==> config.mk <==
export PLATFORM = sky130hd
export DESIGN_NAME = fft_sample_writer
export DESIGN_NICKNAME = d
export VERILOG_FILES = /design/src/rtl/fft_pkg.sv /design/src/rtl/bit_rev_addr.sv /design/src/rtl/fft_sample_writer.sv
export SDC_FILE = /design/constraint.sdc
export NUM_CORES = 1
export LEC_CHECK = 0
export CORE_ASPECT_RATIO = 1.25
export CORE_UTILIZATION = 43
export CTS_CLUSTER_DIAMETER = 120
export CTS_CLUSTER_SIZE = 16
export DETAILED_ROUTE_END_ITERATION = 6
export GPL_TIMING_DRIVEN = 0
export PLACE_DENSITY = 0.83
export SKIP_CTS_REPAIR_TIMING = 1
export SYNTH_ARGS = -nofsm -noshare
export SYNTH_HDL_FRONTEND = slang
export SYNTH_SLANG_ARGS = --single-unit
==> constraint.sdc <==
create_clock -name CLK -period 1.77 [get_ports CLK]
set_input_delay 0.354 -clock CLK [delete_from_list [all_inputs] [get_ports CLK]]
set_output_delay 0.354 -clock CLK [all_outputs]
set_load 0.02 [all_outputs]
==> src/rtl/fft_pkg.sv <==
// Shared FFT datapath definitions: default widths, sample-writer state
// encoding, and the address bit-reversal used by writer, reader and twiddle ROM.
package fft_pkg;

    localparam int FFT_ADDR_W    = 8;
    localparam int FFT_DATA_W    = 16;
    localparam int FFT_FRAME_LEN = 256;

    typedef enum logic [1:0] {
        ST_FILL  = 2'd0,
        ST_FLUSH = 2'd1,
        ST_FULL  = 2'd2
    } wr_state_t;

    typedef logic [FFT_ADDR_W-1:0] fft_addr_t;

    function automatic fft_addr_t bit_reverse(input fft_addr_t a);
        fft_addr_t r;
        for (int i = 0; i < FFT_ADDR_W; i++) begin
            r[i] = a[FFT_ADDR_W-1-i];
        end
        return r;
    endfunction

endpackage

==> src/rtl/bit_rev_addr.sv <==
// Combinational ADDR_W-bit index reversal; BIT_REVERSE = 0 passes the index
// through unchanged for linear addressing.
module bit_rev_addr #(
    parameter int ADDR_W      = 8,
    parameter int BIT_REVERSE = 1
) (
    input  logic [ADDR_W-1:0] i_idx,
    output logic [ADDR_W-1:0] o_addr
);

    logic [ADDR_W-1:0] w_rev;

    for (genvar g = 0; g < ADDR_W; g++) begin : g_rev
        assign w_rev[g] = i_idx[ADDR_W-1-g];
    end

    assign o_addr = (BIT_REVERSE != 0) ? w_rev : i_idx;

endmodule

==> src/rtl/fft_sample_writer.sv <==
// Write-side front end of the FFT sample buffer: streams one frame into the
// block-RAM write port, pulses frame_done, then holds until frame_ack.
module fft_sample_writer
    import fft_pkg::*;
#(
    parameter int ADDR_W      = FFT_ADDR_W,
    parameter int DATA_W      = FFT_DATA_W,
    parameter int FRAME_LEN   = FFT_FRAME_LEN,
    parameter int BIT_REVERSE = 1
) (
    input  logic              CLK,
    input  logic              RST_N,
    input  logic [DATA_W-1:0] in_data,
    input  logic              in_valid,
    output logic              in_ready,
    output logic [ADDR_W-1:0] ram_waddr,
    output logic [DATA_W-1:0] ram_wdata,
    output logic              ram_we,
    output logic [DATA_W-1:0] ram_mask,
    output logic              frame_done,
    input  logic              frame_ack,
    output logic [7:0]        frame_cnt
);

    localparam logic [ADDR_W-1:0] LAST_IDX = ADDR_W'(FRAME_LEN - 1);

    wr_state_t         r_state;
    wr_state_t         w_next_state;
    logic [ADDR_W-1:0] r_idx;
    logic [ADDR_W-1:0] w_addr;
    logic              w_xfer;
    logic              w_last;

    logic              r_we;
    logic [ADDR_W-1:0] r_waddr;
    logic [DATA_W-1:0] r_wdata;
    logic              r_done;
    logic [7:0]        r_frame_cnt;

    bit_rev_addr #(
        .ADDR_W      (ADDR_W),
        .BIT_REVERSE (BIT_REVERSE)
    ) u_bit_rev_addr (
        .i_idx  (r_idx),
        .o_addr (w_addr)
    );

    assign w_xfer = in_valid && in_ready;
    assign w_last = w_xfer && (r_idx == LAST_IDX);

    // NOTE: sequential state uses non-blocking assignments so every register
    // samples the pre-edge values, independent of process ordering.
    always_ff @(posedge CLK) begin
        if (!RST_N) begin
            r_state <= ST_FILL;
        end else begin
            r_state <= w_next_state;
        end
    end

    // NOTE: default first so every path assigns w_next_state and no latch is inferred.
    always_comb begin
        w_next_state = r_state;
        unique case (r_state)
            ST_FILL:  if (w_last)    w_next_state = ST_FLUSH;
            ST_FLUSH:                w_next_state = ST_FULL;
            ST_FULL:  if (frame_ack) w_next_state = ST_FILL;
            default:                 w_next_state = ST_FILL;
        endcase
    end

    // Ready is forced low while reset is held, not just after it releases.
    always_comb begin
        in_ready = 1'b0;
        if (RST_N && (r_state == ST_FILL)) begin
            in_ready = 1'b1;
        end
    end

    always_ff @(posedge CLK) begin
        if (!RST_N) begin
            r_idx       <= '0;
            r_we        <= 1'b0;
            r_waddr     <= '0;
            r_wdata     <= '0;
            r_done      <= 1'b0;
            r_frame_cnt <= 8'd0;
        end else begin
            r_we   <= w_xfer;
            r_done <= (r_state == ST_FLUSH);
            if (w_xfer) begin
                r_waddr <= w_addr;
                r_wdata <= in_data;
                r_idx   <= w_last ? '0 : r_idx + ADDR_W'(1);
            end
            // Count moves with the entry into FULL, alongside frame_done.
            if (r_state == ST_FLUSH) begin
                r_frame_cnt <= r_frame_cnt + 8'd1;
            end
        end
    end

    assign ram_we     = r_we;
    assign ram_waddr  = r_waddr;
    assign ram_wdata  = r_wdata;
    assign ram_mask   = '0;
    assign frame_done = r_done;
    assign frame_cnt  = r_frame_cnt;

endmodule

==> metrics.txt, run 1 <==
Area Growth Syn to Fin=41.6%; clk buf depth=2; Detail Route Antenna Nets=0; Post-synth EDFFs=0; fill count=365; Post-Route WL=3.89 mm; clk sinks=44; # DRC=0; Die Y=75.5 µm; Synth Area per Inst=8.42 µm²; Initial Util=0.450; Num CTS Buffers=5; critical path launch point type=flop; yosys warns=0; Post-synth top cells=nand2_1 (57), dfxtp_1 (44), nand3_1 (27); via count=1620; grt total ovfl=0; GP Congestion=0.838; fin crit period=1690 ps; Via density=4.55; antenna violations before repair=0; Seq/Total Area, Yosys=0.473; asr flop ratio synth=0; Yosys cell types=33; combinational power share=0.160; Die W=60.8 µm; Inserted Diodes=0; Max Slew Vio Count=0; clk_skew=6.70 ps; Reg clk slew, reported paths=80 ps; Register Area=881 µm²; Placed Cells=346; Synth area leader=dfxtp_1; Leak Pwr=0.00113 µW; Final Hold Violating Endpoints=0; share of power burned in registers=0.542; setup ws final=81.7 ps; setup slack after placement=-866 ps; routed len/inst=10.9 µm; Core ar.=4130 µm²; Detailed Place HPWL=2.80 mm; Switching Fraction=0.254; global-route usage over all layers=0.169; largest net degree at the start of global routing=13; Clk network pwr share=0.298; Synth area leaders=dfxtp_1 (47%), nand2_1 (11%), nand3_1 (7.3%); crit path DAT=1330 ps; Pwr Density=737 nW/µm²; Top FF cell, synth=dfxtp_1; # H-tree levels=2; IO buf count=54; critical path capture point type=output port; Rows=26; Synth top area share=0.473; cell with the most instances after synthesis=nand2_1; die area=4600 µm²; Peak VDD IR=0.401 mV; Tcrit/Tclk final=0.954; CTS Root Cell=clkbuf_8; layout cell share with drive strength beyond 1=0.123; Switching Power=493 µW; Setup-failing EPs final=0; CP max-delay cell=clkdlybuf4s50_1; Clk Latency, worst-skew pair=290 ps; CP required=1420 ps; CP Class=flop to output port; Tightest Hold Check Type=flop to flop; cell area after synthesis=1860 µm²; critical path, cell by cell=clkdlybuf4s50_1; CTS tree=yes; 1st-iter DRT viols=72; max cap viols=0; CP max FO=5; Nets=322; first-pass GRT wire length=5.78 mm; vias in the first global route=1340; I/O pin count=71; status=complete, no violations; Sum Neg Setup Slack=0 ps; area of the multi-input gates=835 µm²; CP Buf/Inv Count=1; Max Freq=592 MHz; Gate Count Post-Synth=221; P_int=1450 µW; CP max stage delay=630 ps; RSZ-0062 raised after global routing=false; Seq cells post-synth=44; Final Non-Filler Cells=356; Pre-Repair DR Iteration Count=4; critical path's top delay family=buffers and inverters
-- worst paths after layout --
kind                                                 from                         to  slack, ps  depth (start not counted)
worst max-delay path            frame_cnt[4]$_SDFFE_PN0P_               frame_cnt[4]         80                          1
worst min-delay path            ram_wdata[7]$_SDFFE_PN0P_  ram_wdata[7]$_SDFFE_PN0P_        450                          2
worst max register to register      r_idx[0]$_SDFFE_PN0P_      r_idx[0]$_SDFFE_PN0P_        220                          4
worst min register to register  ram_wdata[7]$_SDFFE_PN0P_  ram_wdata[7]$_SDFFE_PN0P_        450                          2
-- power groups by stage --
stage	Sequential, µW	Combinational, µW	Clock (µW)
after floorplan	1110	141	0
after global placement	1070	301	0
after detailed placement	1080	306	0
after CTS	1050	306	592
after global routing	1060	340	626
final	1050	311	579
-- sequential cells by signal (all words and copies together) (netlist names) --
register	count
r_idx	8
ram_wdata	16
frame_done	1
r_state	2
frame_cnt	8
ram_we	1
ram_waddr	8
-- layout by cell type, fill, tap and decap left out, drive strengths merged, types with 6 or more instances in the layout --
cell            n
a21oi           8
clkbuf          6
nand3          27
dfxtp          44
buf            29
clkdlybuf4s50  52
nor2            6
nand2          57
conb           16
-- logic make-up (layout without fill, tap and decap cells) --
kind of cell,count (synthesis),after routing,share of synthesized area
AO/OA/AOI/OAI,18,18,0.0632
multiplexers,5,5,0.0269
AND/OR/NAND/NOR,116,116,0.299
XOR/XNOR,3,3,0.0141
adder cells (fa/ha/maj),2,2,0.0134
other,1,16,0.00202
flip-flops,44,44,0.473
buffers and inverters,32,96,0.108
-- stage by stage --
stage | power, µW | hold slack (ps) | instance area [µm²] | utilization
6_report | 1940 | 454 | 2640 | 0.638
5_1_grt | 2020 | 472 | 2640 | 0.638
4_1_cts | 1950 | 456 | 2610 | 0.631
3_5_place_dp | 1380 | 444 | 2530 | 0.612
3_3_place_gp | 1380 | 440 | 2530 | 0.612
2_1_floorplan | 1250 | 435 | 1920 | -
-- routing by layer --
layer | track usage | vias to the layer above | share of wire
met2 | 0.281 | 48 | 0.49
met5 | 0 | - | 0
met4 | 0.0960 | 0 | 0.018
met3 | 0.0323 | 6 | 0.049
met1 | 0.204 | 706 | 0.44
li1 | - | 860 | -
-- layout make-up --
class	instances	area share
tap	56	0.0266
multi-input combinational	160	0.317
inverter	6	0.00997
timing repair inverter	1	0.00190
timing repair buffer	56	0.211
sequential	44	0.334
clock inverter	1	0.00190
clock buffer	6	0.0275
buffer	26	0.0703
(Power assumes the default switching activity.)
==> inputs of run 2 (changes only) <==
--- a/config.mk
+++ b/config.mk
@@ -5,6 +5,7 @@
 export SDC_FILE = /design/constraint.sdc
 export NUM_CORES = 1
 export LEC_CHECK = 0
+export CAP_MARGIN = 25
 export CORE_ASPECT_RATIO = 1.25
 export CORE_UTILIZATION = 43
 export CTS_CLUSTER_DIAMETER = 120
==> results of run 2 <==
Same layout as run 1: the final DEF is identical, and so are final timing and power.
